[config.mk]
export PLATFORM = sky130hd
export DESIGN_NAME = dag3_preimage_enum_flat
export DESIGN_NICKNAME = d
export VERILOG_FILES = /design/src/rtl/dag3_preimage_enum_if.sv /design/src/rtl/dag3_preimage_enum.sv /design/src/flat_wrapper.sv
export SDC_FILE = /design/constraint.sdc
export NUM_CORES = 1
export LEC_CHECK = 0
export CAP_MARGIN = 40
export CORE_MARGIN = 3
export CORE_UTILIZATION = 54
export CTS_BUF_LIST = sky130_fd_sc_hd__clkbuf_16
export DETAILED_ROUTE_END_ITERATION = 10
export HOLD_SLACK_MARGIN = 0.05
export PLACE_DENSITY = 0.86
export SLEW_MARGIN = 0
export SYNTH_ARGS = -nofsm -noshare
export SYNTH_HDL_FRONTEND = slang
export SYNTH_SLANG_ARGS = --single-unit
[constraint.sdc]
create_clock -name clock -period 3.9 [get_ports clock]
set_clock_uncertainty 0.15 [all_clocks]
set_input_delay 0.78 -clock clock [delete_from_list [all_inputs] [get_ports clock]]
set_output_delay 0.78 -clock clock [all_outputs]
set_load 0.01 [all_outputs]
[src/rtl/dag3_preimage_enum_if.sv]
// ----------------------------------------------------------------------------
// dag3_preimage_enum_if
// Purpose : Groups the control, pair-stream handshake and status signals of
//           dag3_preimage_enum into one bundle.
// Signals : start/target   - request a sweep for a given result value
//           busy/done      - sweep status; done is a one-cycle pulse
//           pair_valid/pair_ready/pair_a/pair_b - matching-pair stream
//           match_count    - pairs accepted in the current or last sweep
// Modports: master - the requester/consumer side (drives start, target,
//                    pair_ready)
//           slave  - the enumerator itself
// ----------------------------------------------------------------------------
interface dag3_preimage_enum_if #(
  parameter int BITS = 2
);
  logic              start;
  logic [BITS-1:0]   target;
  logic              busy;
  logic              pair_valid;
  logic              pair_ready;
  logic [BITS-1:0]   pair_a;
  logic [BITS-1:0]   pair_b;
  logic              done;
  logic [2*BITS:0]   match_count;

  modport master (
    output start, target, pair_ready,
    input  busy, pair_valid, pair_a, pair_b, done, match_count
  );

  modport slave (
    input  start, target, pair_ready,
    output busy, pair_valid, pair_a, pair_b, done, match_count
  );
endinterface

[src/rtl/dag3_preimage_enum.sv]
// ----------------------------------------------------------------------------
// dag3_preimage_enum
// Purpose : Inverts the three-level add/subtract DAG. For a latched target it
//           walks every operand pair (x, y) in index order, evaluates the DAG
//           literally (no algebraic shortcut, so the block also exercises the
//           DAG equations) and streams out each pair whose result matches,
//           stalling under downstream back-pressure.
// Ports   : clock - rising-edge clock
//           reset - asynchronous, active-high reset
//           bus   - dag3_preimage_enum_if.slave (start/target in, pair stream
//                   out with valid/ready, busy/done/match_count status)
// ----------------------------------------------------------------------------
module dag3_preimage_enum #(
  parameter int BITS = 2
) (
  input  logic                  clock,
  input  logic                  reset,
  dag3_preimage_enum_if.slave   bus
);

  localparam int IW = 2 * BITS;
  localparam logic [IW-1:0] LAST_IDX = {IW{1'b1}};

  typedef enum logic [1:0] {
    S_IDLE,
    S_SCAN,
    S_HOLD,
    S_DONE
  } state_t;

  state_t           r_state;
  state_t           w_next_state;

  logic [IW-1:0]    r_idx;
  logic [BITS-1:0]  r_tgt;
  logic [BITS-1:0]  r_pair_a;
  logic [BITS-1:0]  r_pair_b;
  logic [IW:0]      r_match_count;

  // Operands split from the sweep index: x is the high half, y the low half.
  logic [BITS-1:0]  w_x;
  logic [BITS-1:0]  w_y;
  logic [BITS-1:0]  w_c;
  logic [BITS-1:0]  w_a;
  logic [BITS-1:0]  w_b;
  logic [BITS-1:0]  w_d;
  logic [BITS-1:0]  w_f;
  logic             w_hit;
  logic             w_last;

  assign w_x = r_idx[IW-1:BITS];
  assign w_y = r_idx[BITS-1:0];

  // DAG evaluated term by term; each node is truncated to BITS so the
  // wrap-around behaviour of the forward datapath is reproduced exactly.
  assign w_c = w_x + w_y;
  assign w_a = w_y + w_c;
  assign w_b = w_x - w_c;
  assign w_d = w_b + w_y;
  assign w_f = w_a + w_b + w_c + w_d;

  assign w_hit  = (w_f == r_tgt);
  assign w_last = (r_idx == LAST_IDX);

  // NOTE: the state register uses an asynchronous reset and non-blocking
  // assignments; all decisions live in the combinational block below.
  always_ff @(posedge clock or posedge reset) begin
    if (reset) begin
      r_state <= S_IDLE;
    end else begin
      r_state <= w_next_state;
    end
  end

  // NOTE: next state is defaulted to the current state first so no path
  // through the case leaves it unassigned (no latch).
  always_comb begin
    w_next_state = r_state;
    unique case (r_state)
      S_IDLE: begin
        if (bus.start) begin
          w_next_state = S_SCAN;
        end
      end
      S_SCAN: begin
        if (w_hit) begin
          w_next_state = S_HOLD;
        end else if (w_last) begin
          w_next_state = S_DONE;
        end
      end
      S_HOLD: begin
        // A match on the final index finishes straight from HOLD.
        if (bus.pair_ready) begin
          w_next_state = w_last ? S_DONE : S_SCAN;
        end
      end
      S_DONE: begin
        w_next_state = S_IDLE;
      end
      default: begin
        w_next_state = S_IDLE;
      end
    endcase
  end

  // Sweep index, latched target, presented pair and accepted-pair counter.
  always_ff @(posedge clock or posedge reset) begin
    if (reset) begin
      r_idx         <= '0;
      r_tgt         <= '0;
      r_pair_a      <= '0;
      r_pair_b      <= '0;
      r_match_count <= '0;
    end else begin
      unique case (r_state)
        S_IDLE: begin
          if (bus.start) begin
            r_tgt         <= bus.target;
            r_idx         <= '0;
            r_match_count <= '0;
          end
        end
        S_SCAN: begin
          if (w_hit) begin
            // idx is left in place; it advances only after the handshake.
            r_pair_a <= w_x;
            r_pair_b <= w_y;
          end else if (!w_last) begin
            r_idx <= r_idx + 1'b1;
          end
        end
        S_HOLD: begin
          if (bus.pair_ready) begin
            r_match_count <= r_match_count + 1'b1;
            if (!w_last) begin
              r_idx <= r_idx + 1'b1;
            end
          end
        end
        default: begin
        end
      endcase
    end
  end

  // Status outputs are decoded from state only, so start and pair_ready
  // never reach an output combinationally.
  assign bus.busy        = (r_state == S_SCAN) || (r_state == S_HOLD);
  assign bus.pair_valid  = (r_state == S_HOLD);
  assign bus.done        = (r_state == S_DONE);
  assign bus.pair_a      = r_pair_a;
  assign bus.pair_b      = r_pair_b;
  assign bus.match_count = r_match_count;

endmodule

[src/flat_wrapper.sv]
// flat-port wrapper written by rule: the top's interface ports become plain ports
module dag3_preimage_enum_flat 
#(
  parameter int BITS = 2
)
  (clock, reset, bus_start, bus_target, bus_pair_ready, bus_busy, bus_pair_valid, bus_pair_a, bus_pair_b, bus_done, bus_match_count);
  dag3_preimage_enum_if #(.BITS(BITS)) bus_i ();
  input  logic clock;
  input  logic reset;
  input wire logic [$bits(bus_i.start)-1:0] bus_start;
  input wire logic [$bits(bus_i.target)-1:0] bus_target;
  input wire logic [$bits(bus_i.pair_ready)-1:0] bus_pair_ready;
  output wire logic [$bits(bus_i.busy)-1:0] bus_busy;
  output wire logic [$bits(bus_i.pair_valid)-1:0] bus_pair_valid;
  output wire logic [$bits(bus_i.pair_a)-1:0] bus_pair_a;
  output wire logic [$bits(bus_i.pair_b)-1:0] bus_pair_b;
  output wire logic [$bits(bus_i.done)-1:0] bus_done;
  output wire logic [$bits(bus_i.match_count)-1:0] bus_match_count;
  assign bus_i.start = bus_start;
  assign bus_i.target = bus_target;
  assign bus_i.pair_ready = bus_pair_ready;
  assign bus_busy = bus_i.busy;
  assign bus_pair_valid = bus_i.pair_valid;
  assign bus_pair_a = bus_i.pair_a;
  assign bus_pair_b = bus_i.pair_b;
  assign bus_done = bus_i.done;
  assign bus_match_count = bus_i.match_count;
  dag3_preimage_enum #(.BITS(BITS)) u_core (.clock(clock), .reset(reset), .bus(bus_i));
endmodule
==> run_results.csv, run 1 <==
group,metric,value,unit
timing,period_minus_slack,2.64,ns
placed_design,hpwlAfterDp,1510,um
clocking,clkTransAtPathRegs,0.05,ns
timing,rsz0062_at_grt,"false",
synthesis,synth_seq_cells,17,
synthesis,yosysSeqAreaShare,43.7,%
synthesis,syn-num-nets,104,
finish,utilization,77.6,%
timing,drv_slew,0,
placed_design,io_buffers,17,
worst_hold_path,hold_path.class,"flop to flop",
finish,finalInstanceArea,1240,um^2
pwr,seqPwrFrac,31.3,%
timing,max_freq,379,MHz
drt,vias_per_cell,5.60,
synthesis,yosysTopAreaCell,"dfrtp_1",
drt,drt_wl_total,1920,um
clocking,cts_tree,"built",
global_routing,grt_usage,18.5,%
pwr,p_comb_share,48.3,%
finish,finalNonFillerCells,135,
clocking,cts_root_buf,"clkbuf_16",
floorplan,ios,18,
clocking,cts_buffers,3,
placed_design,post-place-cells,131,
floorplan,core_area,1590,um^2
drt,num_vias,756,
finish,fin_nets,124,
clocking,htree_levels,1,
timing,slew_headroom,57.6,%
pwr,vdd_drop_max,0.000648,V
clocking,ctsHoldBuffers,0,
placed_design,place.gp.congestion,0.853,
clocking,clockBufferDepth,2,
synthesis,synth-edff-count,0,
finish,regArea,425,um^2
timing,setup_tns,0,ns
floorplan,start_util,61.1,%
finish,diodes,0,
global_routing,grt_pass1_vias,734,
outcome,outcome,"finished clean",
floorplan,fp-row-count,14,
critical_path,cp.arrival,1.71,ns
finish,nFillCells,104,
timing,setup_ws,1.26,ns
pwr,powerDensity,779,nW/um^2
placed_design,dpl_worst_slack,1.18,ns
placed_design,place_area,1160,um^2
floorplan,fp.dieH,48.5,um
global_routing,antenna_found_initial,0,
clocking,clock_latency,0.24,ns
critical_path,required,2.97,ns
synthesis,synth_commonest_cells,"17 x dfrtp_1, 7 x inv_1, 7 x mux2_2, 7 x nand2_1",
timing,hold_viol_final,0,
pwr,power.switching,360,uW
finish,area_delta_synth_final,27.1,%
global_routing,grt_max_degree,18,
critical_path,crit_path_end_kind,"output port",
drt,wl_per_cell,14.2,um
timing,setup_viol,0,
pwr,leakagePower,0.000555,uW
finish,multi_input_area,507,um^2
run,drv_cap,0,
critical_path,cp_max_fo,5,
synthesis,async_flop_share,100,%
drt,final_antenna_net_count,0,
floorplan,die-area,2350,um^2
synthesis,ys.warnings.count,0,
floorplan,fp.dieW,48.5,um
synthesis,synth_ff_type,"dfrtp_1",
critical_path,critPathKind,"flop to output port",
clocking,clock-sinks,17,
timing,finalCritPeriodShare,67.6,%
drt,drc,0,
synthesis,synth_top_area_share,43.7,%
synthesis,synth_cell_types,32,
global_routing,grt_pass1_wl,3380,um
clocking,cts_resized,0,
drt,drtPass1Iterations,4,
global_routing,overflow,0,
critical_path,start_kind,"flop",
clocking,post_cts_buffers,0,
synthesis,yosysMostFrequentCell,"dfrtp_1",
pwr,p_sw_share,37.3,%
synthesis,syn_inst,92,
drt,drt_iter0_drc,10,
synthesis,syn-mean-instance-area,10.6,um^2
finish,layout-drive-gt1-share,13.5,%
synthesis,netlist_area,973,um^2
synthesis,synthTopCellsByArea,"dfrtp_1 44%, mux2_2 8.1%, ha_1 7.7%",
pwr,p_int,604,uW
pwr,clkPwrFrac,20.4,%
timing,worst_pin_slew,0.635,ns
==> flip-flops by register name, summed over array words and instances, names as in the netlist <==
signal / cells
u_core.bus.match_count: 5
u_core.r_idx: 4
u_core.bus.pair_a: 2
u_core.bus.pair_b: 2
u_core.r_state: 2
u_core.r_tgt: 2
==> final cells by class <==
class | instances | area share, %
flip-flops and latches | 17 | 34.4
clock buffers | 3 | 6.07
inverters | 7 | 2.12
well taps | 24 | 2.43
repair buffers | 17 | 13.8
clock inverters | 1 | 0.303
multi-input cells | 66 | 41.0
==> power groups by stage <==
stage | Clock (uW) | Sequential [uW] | Combinational, uW
after floorplan | 0 | 295 | 323
after global placement | 0 | 298 | 447
after detailed placement | 0 | 303 | 464
after CTS | 201 | 301 | 468
after global routing | 210 | 313 | 512
final | 196 | 302 | 466
==> placed cells by master, fill, tap and decap left out, drive strengths merged <==
master and instances:
a2111oi 1, a211oi 1, a21oi 5, a22o 1
a41oi 1, and2 1, and2b 1, and3 1
and3b 1, clkbuf 3, clkdlybuf4s50 17, dfrtp 17
ha 6, inv 8, mux2 7, mux2i 1
nand2 7, nand2b 1, nand3 4, nor2 6
nor2b 3, nor3 2, nor4 1, nor4b 1
o21a 1, o21ai 5, o31ai 2, o41ai 1
or4 1, xnor2 2, xnor3 1, xor2 1
==> path summary, 6_finish.rpt <==
path	startpoint	to	slack, ns	depth (start not counted)
min in group asynchronous	reset	u_core.bus.match_count[3]	0.77	2
setup / recovery	u_core.r_state[0]	bus_busy	1.26	3
setup reg to reg	u_core.r_state[0]	u_core.bus.match_count[4]	1.55	6
hold reg to reg	u_core.bus.pair_b[1]	u_core.bus.pair_b[1]	0.35	1
hold / removal	u_core.bus.pair_b[1]	u_core.bus.pair_b[1]	0.35	1
max in group asynchronous	reset	u_core.r_state[0]	2.42	2
==> layer usage <==
metal	track usage [%]	part of all wire (%)	vias up	routed length, um
met2	31.4	51	23	987
met4	5.69	1.7	0	33
li1	-	-	364	-
met5	0	0	-	0
met3	6.44	6.7	4	128
met1	22.1	40	365	769
==> kinds of logic (layout without fill, tap and decap cells) <==
| family | count (synthesis) | in the layout | synth area share, % |
|---|---|---|---|
| AND/OR/NAND/NOR | 30 | 30 | 16.2 |
| AO/OA/AOI/OAI | 18 | 18 | 13.9 |
| flip-flops | 17 | 17 | 43.7 |
| buffers and inverters | 9 | 28 | 4.24 |
| multiplexers | 8 | 8 | 9.13 |
| adder cells (fa/ha/maj) | 6 | 6 | 7.71 |
| XOR/XNOR | 4 | 4 | 5.14 |
==> stage by stage <==
stage                     total power, uW  hold slack, ns
after detailed placement              767           0.347
after global placement                745           0.341
after floorplan                       618           0.350
after CTS                             970           0.358
after global routing                 1040           0.376
final                                 964           0.354
==> critical path: stages, from the launching register on <==
cell and delay (ns):
dfrtp_1 0.41, inv_1 0.11, ha_1 0.38, clkdlybuf4s50_1 0.56
No activity file was read; power rests on OpenSTA's default activity.
==> inputs of run 2 (changes only) <==
--- a/config.mk
+++ b/config.mk
@@ -7,11 +7,11 @@
 export LEC_CHECK = 0
 export CAP_MARGIN = 40
 export CORE_MARGIN = 3
-export CORE_UTILIZATION = 54
+export CORE_UTILIZATION = 50
 export CTS_BUF_LIST = sky130_fd_sc_hd__clkbuf_16
 export DETAILED_ROUTE_END_ITERATION = 10
 export HOLD_SLACK_MARGIN = 0.05
-export PLACE_DENSITY = 0.86
+export PLACE_DENSITY = 0.81
 export SLEW_MARGIN = 0
 export SYNTH_ARGS = -nofsm -noshare
 export SYNTH_HDL_FRONTEND = slang
==> constraint.sdc (replaced) <==
create_clock -name clock -period 2.5 [get_ports clock]
set_clock_uncertainty 0.15 [all_clocks]
set_input_delay 0.5 -clock clock [delete_from_list [all_inputs] [get_ports clock]]
set_output_delay 0.5 -clock clock [all_outputs]
set_load 0.01 [all_outputs]
==> run 2 against run 1 <==
Effect of this change:
- worst hold slack improved by 0.0038 ns
- first-iteration DRC count fell by 30%
- die area rose by 7.0%
==> run_results.csv, run 2 (synthesized netlist as in run 1, its figures left out) <==
group,metric,value,unit
outcome,outcome,"finished clean",
critical_path,start_kind,"flop",
global_routing,antenna_found_initial,0,
drt,drt_wl_total,1910,um
pwr,vdd_drop_max,0.000809,V
placed_design,place.gp.congestion,0.871,
finish,layout-drive-gt1-share,15.2,%
clocking,clock-sinks,17,
worst_hold_path,hold_path.class,"flop to flop",
floorplan,start_util,54.6,%
critical_path,path_cells,"inv_1 -> ha_1 -> clkdlybuf4s50_1",
floorplan,fp.dieW,50.1,um
critical_path,r2r_slack,0.19,ns
pwr,leakagePower,0.000559,uW
clocking,post_cts_buffers,0,
finish,fin_nets,125,
placed_design,io_buffers,17,
worst_hold_path,hold_depth,1,
worst_hold_path,min-delay-start,"u_core.bus.pair_a[1]",
timing,worst_pin_slew,0.658,ns
drt,drc,0,
clocking,htree_levels,1,
drt,highest_layer,"met4",
clocking,cts_buffers,3,
finish,largest_reg_flops,5,
critical_path,required,1.85,ns
floorplan,die-area,2510,um^2
finish,diodes,0,
critical_path,max_stage_delay,0.56,ns
clocking,clock_latency,0.25,ns
clocking,cts_root_buf,"clkbuf_16",
placed_design,hpwlAfterDp,1420,um
finish,utilization,70.0,%
floorplan,ios,18,
timing,finalCritPeriodShare,93.6,%
timing,setup_viol,0,
timing,drv_slew,0,
timing,rsz0062_at_grt,"false",
drt,drt_iter0_drc,7,
finish,mostFrequentLayoutCells,"17 x clkdlybuf4s50_1, 17 x dfrtp_1, 7 x inv_1, 7 x nand2_1, 7 x mux2_2",
run,drv_cap,0,
drt,wl_met2,932,um
floorplan,fp-row-count,15,
critical_path,crit_path_end_kind,"output port",
clocking,clkTransAtPathRegs,0.05,ns
finish,finalNonFillerCells,137,
floorplan,fp.dieH,50.1,um
timing,hold_viol_final,0,
timing,max_freq,427,MHz
drt,vias_per_cell,5.31,
clocking,ctsHoldBuffers,0,
worst_hold_path,worstHoldEndpoint,"u_core.bus.pair_a[1]",
critical_path,r2r_cells,6,
critical_path,timing.rr.end,"u_core.bus.match_count[4]",
drt,final_antenna_net_count,0,
global_routing,grt_pass1_vias,776,
global_routing,grt_usage,17.6,%
clocking,clockBufferDepth,2,
drt,wl_per_cell,14.0,um
global_routing,grt_pass1_wl,3370,um
timing,period_minus_slack,2.34,ns
timing,setup_tns,0,ns
global_routing,overflow,0,
critical_path,critPathKind,"flop to output port",
clocking,cts_tree,"built",
clocking,cts_resized,0,
critical_path,reg2reg_from,"u_core.r_state[0]",
drt,wl_met3,74,um
timing,whs,0.358,ns
timing,slew_headroom,56.1,%
drt,drtPass1Iterations,4,
placed_design,post-place-cells,133,
critical_path,cp_slowest_cell,"clkdlybuf4s50_1",
global_routing,grt_max_degree,18,
drt,num_vias,727,
pwr,powerDensity,1230,nW/um^2
pwr,p_total,1530,uW
floorplan,core_area,1780,um^2
critical_path,cp.arrival,1.69,ns
critical_path,cp_max_fo,5,
drt,wl_met1,874,um
finish,area_delta_synth_final,28.1,%
==> run 2: cell types whose count changed in the layout (fill, tap and decap cells not counted), sizes merged <==
cell and change:
buf +1, clkinv +1, inv -1
==> run 2: metrics by stage <==
stage / cell area, um^2 / setup WS, ns
after global routing: 1250 / 0.101
after global placement: 1170 / 0.144
final: 1250 / 0.161
after CTS: 1250 / 0.182
after floorplan: 973 / 0.266
after detailed placement: 1170 / 0.0791
==> run 2: worst max-delay path by stage <==
| stage | slack [ns] | depth (start not counted) | start | endpoint |
|---|---|---|---|---|
| after floorplan | 0.27 | 7 | u_core.r_state[0] | u_core.bus.match_count[4] |
| after global placement | 0.14 | 5 | bus_pair_ready | u_core.bus.match_count[4] |
| after detailed placement | 0.08 | 5 | bus_pair_ready | u_core.bus.match_count[4] |
| after CTS | 0.18 | 3 | u_core.r_state[0] | bus_busy |
| after global routing | 0.10 | 3 | u_core.r_state[0] | bus_busy |
| final | 0.16 | 3 | u_core.r_state[0] | bus_busy |
==> run 2: critical path: cells and delay by family, from the launching register on <==
kind | cells | cell delay [ns]
buffers and inverters | 2 | 0.66
DFF | 1 | 0.41
adders and majority gates | 1 | 0.37
==> run 2: final cells by class <==
cell class                 instances  area, um^2
timing repair buffer              18         178
sequential                        17         425
multi-input combinational         66         507
tap                               25        31.3
clock inverter                     1        5.00
inverter                           7        26.3
fill                             131         536
clock buffer                       3        75.1
==> run 2: routing by layer <==
layer | track usage (%) | up-vias
met5 | 0 | -
met2 | 28.3 | 14
met1 | 22.6 | 340
met3 | 3.02 | 4
met4 | 8.29 | 0
li1 | - | 369
==> run 2: where the power goes <==
| part | switching (uW) | internal (uW) |
|---|---|---|
| Sequential | 99.5 | 368 |
| Combinational | 367 | 377 |
| Clock | 106 | 214 |
